$ cat src/rtl/vga_timing_gen.sv
// VGA raster timing: divides clk down to a pixel tick and produces HC/VC/FC counters,
// active-low syncs, a visible-window flag and pixel/frame strobes, all registered.
module vga_timing_gen #(
  parameter int unsigned CLK_DIV = 4,
  parameter int unsigned H_TOTAL = 800,
  parameter int unsigned V_TOTAL = 525,
  parameter int unsigned H_PULSE = 96,
  parameter int unsigned V_PULSE = 2,
  parameter int unsigned LEDGE   = 144,
  parameter int unsigned REDGE   = 784,
  parameter int unsigned UEDGE   = 35,
  parameter int unsigned DEDGE   = 515,
  parameter int unsigned FC_MAX  = 49
) (
  input  logic       clk,
  input  logic       rst,
  output logic [9:0] HC,
  output logic [9:0] VC,
  output logic [5:0] FC,
  output logic       hsync,
  output logic       vsync,
  output logic       pix_tick,
  output logic       frame_tick,
  output logic       video_on
);

  localparam int unsigned DivW = (CLK_DIV > 1) ? $clog2(CLK_DIV) : 1;

  localparam logic [DivW-1:0] DivMax = DivW'(CLK_DIV - 1);
  localparam logic [9:0]      HMax   = 10'(H_TOTAL - 1);
  localparam logic [9:0]      VMax   = 10'(V_TOTAL - 1);
  localparam logic [9:0]      HPulse = 10'(H_PULSE);
  localparam logic [9:0]      VPulse = 10'(V_PULSE);
  localparam logic [9:0]      LEdge  = 10'(LEDGE);
  localparam logic [9:0]      REdge  = 10'(REDGE);
  localparam logic [9:0]      UEdge  = 10'(UEDGE);
  localparam logic [9:0]      DEdge  = 10'(DEDGE);
  localparam logic [5:0]      FcMax  = 6'(FC_MAX);

  if (CLK_DIV < 1 || CLK_DIV > 16) begin : gen_chk_div
    $error("CLK_DIV must be in 1..16");
  end
  if (H_TOTAL < 1 || H_TOTAL > 1024 || V_TOTAL < 1 || V_TOTAL > 1024) begin : gen_chk_total
    $error("H_TOTAL and V_TOTAL must be in 1..1024");
  end
  if (FC_MAX > 63) begin : gen_chk_fc
    $error("FC_MAX must be at most 63");
  end

  logic [DivW-1:0] div_q, div_d;
  logic [9:0]      hc_d, vc_d;
  logic [5:0]      fc_d;
  logic            tick_d, frame_d, hsync_d, vsync_d, video_d;

  always_comb begin
    div_d  = (div_q == DivMax) ? '0 : div_q + 1'b1;
    tick_d = (div_d == DivMax);
    hc_d   = HC;
    vc_d   = VC;
    fc_d   = FC;
    if (pix_tick) begin
      if (HC == HMax) begin
        hc_d = '0;
        if (VC == VMax) begin
          vc_d = '0;
          fc_d = (FC == FcMax) ? '0 : FC + 1'b1;
        end else begin
          vc_d = VC + 1'b1;
        end
      end else begin
        hc_d = HC + 1'b1;
      end
    end
    // Decoded from the next coordinates so they land on the outputs together with HC/VC.
    frame_d = tick_d && (hc_d == HMax) && (vc_d == VMax);
    hsync_d = ~(hc_d < HPulse);
    vsync_d = ~(vc_d < VPulse);
    video_d = (hc_d > LEdge) && (hc_d <= REdge) && (vc_d > UEdge) && (vc_d <= DEdge);
  end

  always_ff @(posedge clk) begin
    if (rst) begin
      div_q      <= '0;
      HC         <= '0;
      VC         <= '0;
      FC         <= '0;
      pix_tick   <= 1'b0;
      frame_tick <= 1'b0;
      hsync      <= 1'b0;
      vsync      <= 1'b0;
      video_on   <= 1'b0;
    end else begin
      div_q      <= div_d;
      HC         <= hc_d;
      VC         <= vc_d;
      FC         <= fc_d;
      pix_tick   <= tick_d;
      frame_tick <= frame_d;
      hsync      <= hsync_d;
      vsync      <= vsync_d;
      video_on   <= video_d;
    end
  end

endmodule

$ cat config.mk
export PLATFORM = sky130hd
export DESIGN_NAME = vga_timing_gen
export DESIGN_NICKNAME = d
export VERILOG_FILES = /design/src/rtl/vga_timing_gen.sv
export SDC_FILE = /design/constraint.sdc
export NUM_CORES = 1
export LEC_CHECK = 0
export ABC_AREA = 1
export CORE_MARGIN = 4
export CORE_UTILIZATION = 55
export CTS_BUF_LIST = sky130_fd_sc_hd__clkbuf_4
export DETAILED_ROUTE_END_ITERATION = 12
export PLACE_DENSITY = 0.82
export SYNTH_ARGS = -nofsm -noshare
export SYNTH_HDL_FRONTEND = slang
export SYNTH_SLANG_ARGS = --single-unit
$ cat constraint.sdc
create_clock -name clk -period 1.8 [get_ports clk]
set_input_delay 0.45 -clock clk [delete_from_list [all_inputs] [get_ports clk]]
set_output_delay 0.45 -clock clk [all_outputs]
set_load 0.02 [all_outputs]
* After elaboration in Yosys (flattened, before gate mapping) *
Cells that the tools add are included.

storage, ports and cells
  register bits after elaboration = 33
  bits in latches = 0
  RAM bits = 0
  memory bits (read-only) = 0
  input bits = 2
  output and inout bits = 31
  memories = 0

cells by class
  add/subtract/negate cells = 4
  $mul = 0
  div/mod/pow operators = 0
  magnitude comparators = 6
  equality and inequality tests = 7
  shift-type cells = 0
  mux-type cells = 7
  bitwise gates (word level) = 2
  reduce and logical (&&, ||, !) cells = 6

operator list
  operator                                                                          count
  10-bit 2-to-1 mux                                                                 5
  10-bit == test, second input constant                                             4
  10-bit by 1-bit adder with 10-bit output, second input constant                   2
  10-bit less-or-equal comparator, second input constant                            2
  10-bit by 6-bit greater-than comparator with 1-bit output, second input constant  1
  10-bit by 8-bit greater-than comparator with 1-bit output, second input constant  1
  10-bit by 2-bit < comparator with 1-bit output, second input constant             1
  10-bit by 7-bit < comparator with 1-bit output, second input constant             1
  6-bit by 1-bit adder with 6-bit output, second input constant                     1
  6-bit == test, second input constant                                              1
  6-bit 2-to-1 mux                                                                  1
  1-bit logical AND                                                                 5
  2-bit == test, second input constant                                              2
  3-bit AND reduction                                                               1
  2-bit by 1-bit adder with 2-bit output, second input constant                     1
  2-bit 2-to-1 mux                                                                  1
  1-bit inverter                                                                    2

* Depth between registers and ports, before layout *
  depth after elaboration = 7
  mapped depth = 15

* Worst setup path before layout *
No wires, ideal clock.

  path kind = register to register
  from = register HC[0]
  to = register vsync
  library setup time = 0.109 ns
  arrival time = 1.678 ns
  data required time = 1.691 ns
  path slack = 0.013 ns
  cell stages (with the launch flop) = 13
  cells stage by stage = dfxtp_1 ha_1 nand2_1 nor2_1 nand3_1 nor2_1 nand3_1 nand2_1 nand3_1 nor2_1 nand3_1 nand2_1 inv_1

between the ends
  cells in the longest elaborated chain, start to end = 5

ends and longest elaborated chain
  what                                            line  text
  from (decl)                                     17    output logic [9:0] HC,
  from (signal assigned)                          84    HC <= '0;
  from (signal assigned)                          94    HC <= hc_d;
  10-bit == test                                  62    if (HC == HMax) begin
  10-bit 2-to-1 mux                               62
  10-bit 2-to-1 mux                               61    if (pix_tick) begin
  10-bit by 2-bit < comparator with 1-bit output  77    vsync_d = ~(vc_d < VPulse);
  1-bit inverter                                  77
  to (signal assigned)                            100   vsync <= vsync_d;
  to (decl)                                       21    output logic vsync,

No other way between the ends.
A chain may end at the register's enable or synchronous reset.

* Final worst setup path *
  from = register HC[0]
  to = register frame_tick

between the ends
  cells in the longest elaborated chain, start to end = 6
  elaborated cells on any way between the ends = 10

ends and longest elaborated chain
  what                                                                               line    text
  10-bit by 1-bit adder with 10-bit output / 10-bit == test (equally long branches)  71, 62
  10-bit 2-to-1 mux                                                                  62
  10-bit 2-to-1 mux                                                                  61
  10-bit == test                                                                     75      frame_d = tick_d && (hc_d == HMax) && (vc_d == VMax);
  1-bit logical AND                                                                  75
  1-bit logical AND *                                                                75
  to (signal assigned)                                                               98      frame_tick <= frame_d;
  to (decl)                                                                          23      output logic frame_tick,

Every way passes the cells marked *; elsewhere a longest branch is shown, timed or not.

==> summary.md <==
| Metric | Value |
|---|---|
| Area Overhead vs Synth | `45.8%` |
| Final Max Slew Viols | `0` |
| Clock Skew | `~0.010 ns` |
| Antenna cell count | `0` |
| Row count | `21` |
| Die width | `approximately 67 um` |
| Vias | `2,287` |
| Outcome | `finished, violations left` |
| Sequential share of power | `57.9%` |
| NumNets Final | `about 380` |
| Critical path, cell by cell | `ha_4, nand3_1, nor3_1, buf_4, or2_2, nand2_1, nand2_1, nor3_1, nand3_1, nor2_1` |
| FFs w/ async S/R, synth | `0%` |
| PortBufs | `32` |
| Sw Ratio | `24.3%` |
| Num CTS Buffers | `5` |
| LEAKAGE | `1.44 nW` |
| H-tree Lvls | `2` |
| Final setup vio count | `2` |
| Worst-margin pin slew | `0.355 ns` |
| Class of the worst hold path | `reg -> reg` |
| Syn_area_per_cell | `6.40 um^2` |
| Via density | `5.43` |
| Post-Syn Nets | `312` |
| YS warnings | `0` |
| Sink Count | `33` |
| Number of DRC markers in iteration 0 | `approximately 220` |
| Grt ovf | `0` |
| Final hold violations | `0` |
| Fin crit share | `102%` |
| Critical path class | `reg -> reg` |
| #FFs+latches synth | `33` |
| Initial antenna violation count | `0` |
| Detailed Routing Iterations Pass 1 | `7` |
| Count of cell types in the netlist | `29` |
| Clock Tree Buf Depth | `2` |
| WP data arrival | `2.14 ns` |
| Initial Util | `57.6%` |
| Slowest stage delay, CP | `around 0.35 ns` |
| Clock Tree Root | `clkbuf_4` |
| Core area | `about 0.0034 mm^2` |
| Vias in the first global route | `around 2,100` |
| Crit-path max FO | `4` |
| Remaining DRCs | `0` |
| Final worst slack | `-0.0428 ns` |
| Register area | `693 um^2` |
| P_sw | `313 uW` |
| Area occupied by multi-input gates | `around 0.0012 mm^2` |
| Fmax | `543 MHz` |
| Post-synth EDFFs | `0` |
| Peak VDD IR | `between 0.4 and 0.5 mV` |
| CTS tree | `done` |
| Failing checks | `setup timing` |
| Wirelength, routed | `approximately 6200 um` |
| Reg clk slew, reported paths | `roughly 0.10 ns` |
| I/O Pins | `33` |
| Share of total power in combinational logic | `just over 7%` |
| Min Tclk post-route | `1.84 ns` |
| Tot Pwr | `~1.3 mW` |
| Max-Cap Viols | `0` |
| Top cells by area, synth | `dfxtp_1 34%, nand2_1 13%, nor2_1 10%` |
| Synth Instances | `between 300 and 400` |
| Sequential-to-total area share from yosys stat | `roughly a third` |
| Placed Area | `around 0.0025 mm^2` |
| Synth Cell Area | `roughly 0.0019 mm^2` |
| Unrepaired setup endpoints after global routing | `true` |
| Die height | `67.4 um` |
| Most frequent cells in the layout | `66 x nand2_1, 44 x nor2_1, 40 x inv_1` |
| Largest net degree at the start of global routing | `18` |
| Synth top area share | `34.1%` |
| Critical path's slowest cell | `dfxtp_2` |
| Slew Limit Headroom | `between 70% and 80%` |
| FILL cells | `about 240` |
| Die ar. | `roughly 0.0045 mm^2` |
| Final core utilization | `between 80% and 90%` |
| Post-DP HPWL | `between 4000 and 5000 um` |
| Clk Latency, worst-skew pair | `about 0.35 ns` |
| Pwr dens | `455 mW/mm^2` |
| ANT nets after route | `0` |
| Main flop type after synthesis | `dfxtp_1` |
| Post-route cell area | `0.00283 mm^2` |
| First-pass GRT wire length | `9160 um` |
| Most common cell after layout, fill and taps aside | `nand2_1` |
| Yosys top cell by area | `dfxtp_1` |
| Layout cells sized above 1 | `about 30%` |
| GP Congestion | `approximately 0.9` |
| Wire per inst | `14.8 um` |
| Gr usage total | `a little over a quarter` |
| Int Power | `973 uW` |
| Worst setup EP type | `flop` |
| Startpoint Class | `flop` |
| Part of the power in the clock network | `35.0%` |
| Worst EP required | `between 2 and 2.5 ns` |
-- power groups by stage --
stage | logic, mW | clock network (mW) | registers (mW)
after floorplan | 0.0428 | 0 | 0.770
after global placement | 0.0785 | 0 | 0.764
after detailed placement | 0.0817 | 0 | 0.765
after CTS | 0.0793 | 0.447 | 0.749
after global routing | 0.100 | 0.485 | 0.747
final | 0.0911 | 0.450 | 0.745
-- layout make-up --
cell class / count / area share (%)
multi-input cells: 216 / 43.8
flip-flops and latches: 33 / 24.5
repair buffers: 70 / 20.9
inverters: 48 / 6.55
clock buffers: 8 / 2.12
well taps: 46 / 2.04
-- stage by stage --
step | setup TNS [ns] | instances | setup WS, ns | hold slack, ns
2_1_floorplan | 0 | 303 | 0.0130 | 0.426
3_3_place_gp | -0.614 | 408 | -0.196 | 0.442
3_5_place_dp | -0.746 | 408 | -0.236 | 0.455
4_1_cts | 0 | 416 | 0.00179 | 0.477
5_1_grt | -0.304 | 421 | -0.104 | 0.484
6_report | -0.0622 | 421 | -0.0428 | 0.476
-- worst max-delay path: cells and delay by family, from the launching register on --
kind / cells / cell delay (ns)
buffers and inverters: 1 / 0.14
flip-flops: 1 / 0.35
adder cells (fa/ha/maj): 1 / 0.16
AND/OR/NAND/NOR: 8 / 1.14
-- flip-flops by register name, summed over array words and instances, names as in the netlist --
name and count:
div_q 2, pix_tick 1, HC 10, FC 6
hsync 1, frame_tick 1, vsync 1, video_on 1
VC 10
-- kinds of logic (layout without fill, tap and decap cells) --
group	Yosys count	count (layout)	synth area share, %
adders and majority gates	7	7	4.52
and+or+nand+nor	184	184	42.4
DFF	33	33	34.1
buffers and inverters	54	126	11.3
AOI/OAI and AO/OA	20	20	5.42
xor gates and xnor gates	5	5	2.26
-- metal layers --
metal	vias to the layer above	global-route usage, %	part of all wire, %
li1	1093	-	-
met1	1067	32.9	40
met2	106	44.7	51
met3	21	4.49	6.9
met4	0	12.9	2.5
met5	-	0	0
-- final timing paths --
check | cells past startpoint | to | slack, ns | from
max | 10 | frame_tick$_SDFF_PP0_ | -0.04 | HC[0]$_SDFF_PP0_
min | 1 | div_q[0]$_SDFF_PP0_ | 0.48 | div_q[0]$_SDFF_PP0_
max reg2reg | 10 | frame_tick$_SDFF_PP0_ | -0.04 | HC[0]$_SDFF_PP0_
min reg2reg | 1 | div_q[0]$_SDFF_PP0_ | 0.48 | div_q[0]$_SDFF_PP0_
-- cells in the mapped netlist, types with 2 or more instances --
cell and instances:
a21oi_1 5, clkbuf_1 4, dfxtp_1 33, ha_1 7
inv_1 45, inv_2 2, nand2_1 68, nand2_2 4
nand3_1 29, nand4_1 9, nor2_1 54, nor2_2 2
nor3_1 9, nor3b_1 2, o21ai_0 10, o21ai_1 3
xor2_1 5
-- repair_timing --
item,CTS,global route
hold buffers,0,0
resized for setup,35,61
setup buffers,0,5
setup endpoints to repair,30,11
pin swaps,1,22
Power figures use the tool's default switching activity.
